==> src/rtl/ram_arb_pkg.sv <==
// ram_arb_pkg: shared types and defaults for the two-port RAM arbiter.
package ram_arb_pkg;
  localparam int RAM_AW_DEFAULT = 12;
  typedef enum logic [1:0] {IDLE, ISSUE, RESP} arb_state_t;
  typedef enum logic {PORT_A, PORT_B} port_t;
endpackage

==> src/rtl/ram_arbiter_2x1_rr_pick2.sv <==
// rr_pick2: two-way round-robin pick; on a tie the port that did not win last time goes.
module rr_pick2
  import ram_arb_pkg::*;
(
  input  logic  req_a,
  input  logic  req_b,
  input  port_t last_grant,
  output logic  valid,
  output port_t winner
);
  assign valid  = req_a | req_b;
  assign winner = (req_a && req_b) ? ((last_grant == PORT_A) ? PORT_B : PORT_A)
                                   : (req_a ? PORT_A : PORT_B);
endmodule

==> src/rtl/ram_arbiter_2x1.sv <==
// ram_arbiter_2x1: shares one synchronous-read RAM between two waitrequest-style ports,
// issuing one registered RAM command per transaction and returning data one cycle later.
module ram_arbiter_2x1
  import ram_arb_pkg::*;
#(
  parameter int RAM_AW       = RAM_AW_DEFAULT,
  parameter bit RESET_PRIO_A = 1'b1
) (
  input  logic              clk,
  input  logic              reset_n,
  input  logic [31:0]       a_address,
  input  logic              a_read,
  input  logic              a_write,
  input  logic [31:0]       a_writedata,
  output logic              a_waitrequest,
  output logic [31:0]       a_readdata,
  input  logic [31:0]       b_address,
  input  logic              b_read,
  input  logic              b_write,
  input  logic [31:0]       b_writedata,
  output logic              b_waitrequest,
  output logic [31:0]       b_readdata,
  output logic [RAM_AW-1:0] ram_address,
  output logic              ram_read,
  output logic              ram_write,
  output logic [31:0]       ram_writedata,
  input  logic [31:0]       ram_readdata
);
  arb_state_t        state_q, state_d;
  port_t             grant_q, grant_d, last_grant_q, last_grant_d;
  port_t             pick_winner, other, next_port;
  logic              pick_valid, a_req, b_req, other_req, issue;
  logic              sel_read, sel_write, a_done, b_done;
  logic [31:0]       sel_address, sel_writedata;
  logic              unused_addr_bits;
  logic [RAM_AW-1:0] ram_address_q, ram_address_d;
  logic              ram_read_q, ram_read_d, ram_write_q, ram_write_d;
  logic [31:0]       ram_writedata_q, ram_writedata_d;

  assign a_req     = a_read | a_write;
  assign b_req     = b_read | b_write;
  assign other     = (grant_q == PORT_A) ? PORT_B : PORT_A;
  assign other_req = (other == PORT_A) ? a_req : b_req;

  rr_pick2 u_pick (
    .req_a      (a_req),
    .req_b      (b_req),
    .last_grant (last_grant_q),
    .valid      (pick_valid),
    .winner     (pick_winner)
  );

  // RESP hands straight over to a waiting other port, so alternating traffic completes every 2 cycles
  always_comb begin
    state_d      = state_q;
    grant_d      = grant_q;
    last_grant_d = last_grant_q;
    issue        = 1'b0;
    next_port    = pick_winner;
    case (state_q)
      IDLE:  issue = pick_valid;
      ISSUE: state_d = RESP;
      RESP: begin
        last_grant_d = grant_q;
        issue        = other_req;
        next_port    = other;
        state_d      = IDLE;
      end
      default: state_d = IDLE;
    endcase
    if (issue) begin
      state_d = ISSUE;
      grant_d = next_port;
    end
  end

  assign sel_address      = (next_port == PORT_A) ? a_address : b_address;
  assign sel_writedata    = (next_port == PORT_A) ? a_writedata : b_writedata;
  assign sel_read         = (next_port == PORT_A) ? a_read : b_read;
  assign sel_write        = (next_port == PORT_A) ? a_write : b_write;
  assign unused_addr_bits = ^{sel_address[31:RAM_AW+2], sel_address[1:0]};

  // read&write together becomes a write; the RAM still returns the old word
  always_comb begin
    ram_address_d   = issue ? sel_address[RAM_AW+1:2] : '0;
    ram_read_d      = issue & sel_read & ~sel_write;
    ram_write_d     = issue & sel_write;
    ram_writedata_d = issue ? sel_writedata : '0;
  end

  always_ff @(posedge clk or negedge reset_n) begin
    if (!reset_n) begin
      state_q         <= IDLE;
      grant_q         <= PORT_A;
      last_grant_q    <= RESET_PRIO_A ? PORT_B : PORT_A;
      ram_address_q   <= '0;
      ram_read_q      <= 1'b0;
      ram_write_q     <= 1'b0;
      ram_writedata_q <= '0;
    end else begin
      state_q         <= state_d;
      grant_q         <= grant_d;
      last_grant_q    <= last_grant_d;
      ram_address_q   <= ram_address_d;
      ram_read_q      <= ram_read_d;
      ram_write_q     <= ram_write_d;
      ram_writedata_q <= ram_writedata_d;
    end
  end

  assign ram_address   = ram_address_q;
  assign ram_read      = ram_read_q;
  assign ram_write     = ram_write_q;
  assign ram_writedata = ram_writedata_q;

  assign a_done        = (state_q == RESP) && (grant_q == PORT_A);
  assign b_done        = (state_q == RESP) && (grant_q == PORT_B);
  assign a_waitrequest = ~a_done;
  assign b_waitrequest = ~b_done;
  assign a_readdata    = a_done ? ram_readdata : '0;
  assign b_readdata    = b_done ? ram_readdata : '0;
endmodule
==> config.mk <==
export PLATFORM = sky130hd
export DESIGN_NAME = ram_arbiter_2x1
export DESIGN_NICKNAME = d
export VERILOG_FILES = /design/src/rtl/ram_arb_pkg.sv /design/src/rtl/ram_arbiter_2x1_rr_pick2.sv /design/src/rtl/ram_arbiter_2x1.sv
export SDC_FILE = /design/constraint.sdc
export NUM_CORES = 1
export LEC_CHECK = 0
export ABC_CLOCK_PERIOD_IN_PS = 1900
export BUFFER_PORTS_ARGS = -buffer_cell sky130_fd_sc_hd__buf_2
export CAP_MARGIN = 10
export CORE_AREA = 2 2 108 110
export DETAILED_ROUTE_END_ITERATION = 7
export DIE_AREA = 0 0 110 112
export PLACE_DENSITY_LB_ADDON = 0.1
export SYNTH_ARGS = -nofsm -noshare
export SYNTH_HDL_FRONTEND = slang
export SYNTH_SLANG_ARGS = --single-unit
==> constraint.sdc <==
create_clock -name clk -period 1.9 [get_ports clk]
set_clock_uncertainty 0.05 [all_clocks]
set_input_delay 0.38 -clock clk [delete_from_list [all_inputs] [get_ports clk]]
set_output_delay 0.38 -clock clk [all_outputs]
set_load 0.05 [all_outputs]
==> metrics <==
Distinct cells, synth 28; clk buf depth 2; top cell type's share of synthesized area 0.3413; CTS tree yes; Synth Instances just over 400; final hold vios 0; post-synth design cell area around 0.0036 mm^2; P&R area growth vs syn 62.59%; Synthesis Warnings 0; layout cell share with drive strength beyond 1 0.5280; Slew @ Worst Pin around 500 ps; P per Cell Area ~1500 mW/mm^2; Initial Util 0.3215; Worst setup EP type output pin; cell internal pwr 0.004214 W; Nets 790; CTS Buf Count 5; initial antenna violation count 2; clock slew at reported path FFs ~70 ps; synthesized flop and latch total 50; Flop pwr share 0.189; required time worst endpoint 1470 ps; combinational power share 0.705; failing checks negative setup slack; first-pass GRT wire length between 15 and 20 mm; top cells by area, synth dfrtp_1, nor2b_1, nand4_1; gr usage total 0.1956; Syn Nets between 500 and 600; fin crit share 1.010; First-pass DRT Iterations 4; Setup WS post-layout -18.78 ps; Antenna Violating Nets Remaining 0; drt wl/cell 16.97 um; CP peak stage delay slightly above 400 ps; Max Freq ~520 MHz; vias in the first global route ~3800; Switching Share 0.5122; Async SR Flop Fraction 1.000; startpoint types flop; Max-slew headroom 0.6608; CTS Sinks 50; status complete, but fails checks; Placer Congestion roughly 0.74; die area between 0.01 and 0.015 mm^2; row cnt 39; RR Startpoint grant_q$_DFFE_PN0P_; fin area slightly below 0.006 mm^2; Synth area leader dfrtp_1; DRC Markers 0; DRT iter0 DRCs 261; critical path depth 5; core area ~0.011 mm^2; Setup Slack @ Placement -80.32 ps; RSZ-0062 raised after global routing yes; syn_area_per_cell between 8 and 9 um^2; Routed WL approximately 13 mm; top cells by count, synth nor2b_1, nand4_1, and2_1, dfrtp_1, mux2i_1; Reg2Reg Depth 3; Skew-Pair Late Insertion Delay about 280 ps; die height roughly 110 um; category of the most critical setup path flop to output pin; DP Wirelength 8.438 mm; delay-heaviest family, CP simple AND/OR/NAND/NOR gates; crit-path cells nand2b_4 > nor2_4 > buf_12 > and2_1 > buf_6; final cell count without fillers between 700 and 800; worst min-delay path class input port to asynchronous set/reset pin; PortBufs roughly 240; post-placement cell count between 700 and 800; Seq/Total Area, Yosys 0.3487; CP max stage cell dfrtp_2; switching pwr 0.004424 W; Die W about 110 um; Max FO, Critical Path 16; Crit. Startpoint state_q[0]$_DFFE_PN0P_; Vias 3855; Peak VDD IR 748.0 uV; count leader, synth nor2b_1; Post-synth EDFFs 0; max-cap violations 0; Placed Area 0.005007 mm^2; Root Driver clkbuf_16; num ports 278; minimum clock period between 1500 and 2000 ps; ys flop type dfrtp_1; total power around 0.0086 W; Slew Limit Fails 0; H-Tree Depth 2; vias per cell around 5.0; Setup-failing EPs final 19; Worst Path Buf+Inv 2; Clk pwr share 0.106; grt total ovfl 0; largest net degree at the start of global routing 55; Critical Path AT 1490 ps; Pleak between 2 and 3 nW
repair_timing:
item                       in CTS  in global routing
buffers inserted                5                  1
hold buffers                    0                  0
setup endpoints to repair      66                 72
pin swaps                       1                 11
gates cloned                    2                  0
resized for setup             136                 80
path summary, 6_finish.rpt:
kind / endpoint / slack [ps]
max: a_readdata[21] / -20
min: ram_writedata[21]$_DFF_PN0_ / 1
max reg2reg: grant_q$_DFFE_PN0P_ / 130
min reg2reg: state_q[1]$_DFFE_PN0P_ / 470
max in group asynchronous: last_grant_q$_DFFE_PN1P_ / 1490
min in group clk: ram_address[1]$_DFF_PN0_ / 430
registers in the layout, summed over array words and instances (netlist names):
signal	count
ram_read	1
ram_writedata	32
ram_write	1
grant_q	1
state_q	2
ram_address	12
last_grant_q	1
metrics by stage:
step / hold WS [ps] / utilization / TNS, ps
6_report: 1.205 / 0.5227 / -109.2
3_5_place_dp: 353.8 / 0.4481 / -1486
3_3_place_gp: 351.0 / 0.4481 / -1147
2_1_floorplan: 34.41 / - / 0
5_1_grt: 52.64 / 0.5227 / -3546
4_1_cts: 35.74 / 0.5057 / -2388
cells in the final DEF, fill, tap and decap left out, types with 13 or more instances in the layout:
master | netlist | routed
mux2i_1 | 44 | 44
nor2b_1 | 90 | 90
and2_1 | 64 | 15
buf_2 | 14 | 171
buf_4 | 2 | 13
buf_8 | 0 | 25
buf_6 | 0 | 41
and2_4 | 0 | 49
nand4_1 | 88 | 88
dfrtp_1 | 49 | 46
kinds of logic after synthesis:
group           share of synthesized area
compound gates                    0.01568
simple gates                       0.4434
flops                              0.3487
mux                                0.1268
buf+inv                           0.06548
metal layers:
layer / vias up / global-route usage / wire (um)
met2: 157 / 0.3542 / 6766
met5: - / 0 / 0
met3: 16 / 0.04450 / 994
met1: 1822 / 0.2229 / 5023
li1: 1860 / - / -
met4: 0 / 0.06245 / 296
power groups by stage:
stage | combinational, W | sequential [W] | clock, W
2_1_floorplan | 0.00285 | 0.00293 | 0
3_3_place_gp | 0.00542 | 0.00164 | 0
3_5_place_dp | 0.00546 | 0.00164 | 0
4_1_cts | 0.00594 | 0.00164 | 0.000952
5_1_grt | 0.00646 | 0.00168 | 0.000991
6_report | 0.00609 | 0.00163 | 0.000917
cell type report:
type | count | area (um^2)
Clock buffer | 7 | 142.6
Tap cell | 143 | 178.9
Clock inverter | 1 | 5.005
Fill cell | 1031 | 5334
Multi-Input combinational cell | 304 | 2265
Antenna cell | 3 | 7.507
Inverter | 4 | 15.01
Sequential cell | 50 | 1256
Timing Repair Buffer | 259 | 1971
Note: power is estimated with default switching activity, not from simulation.
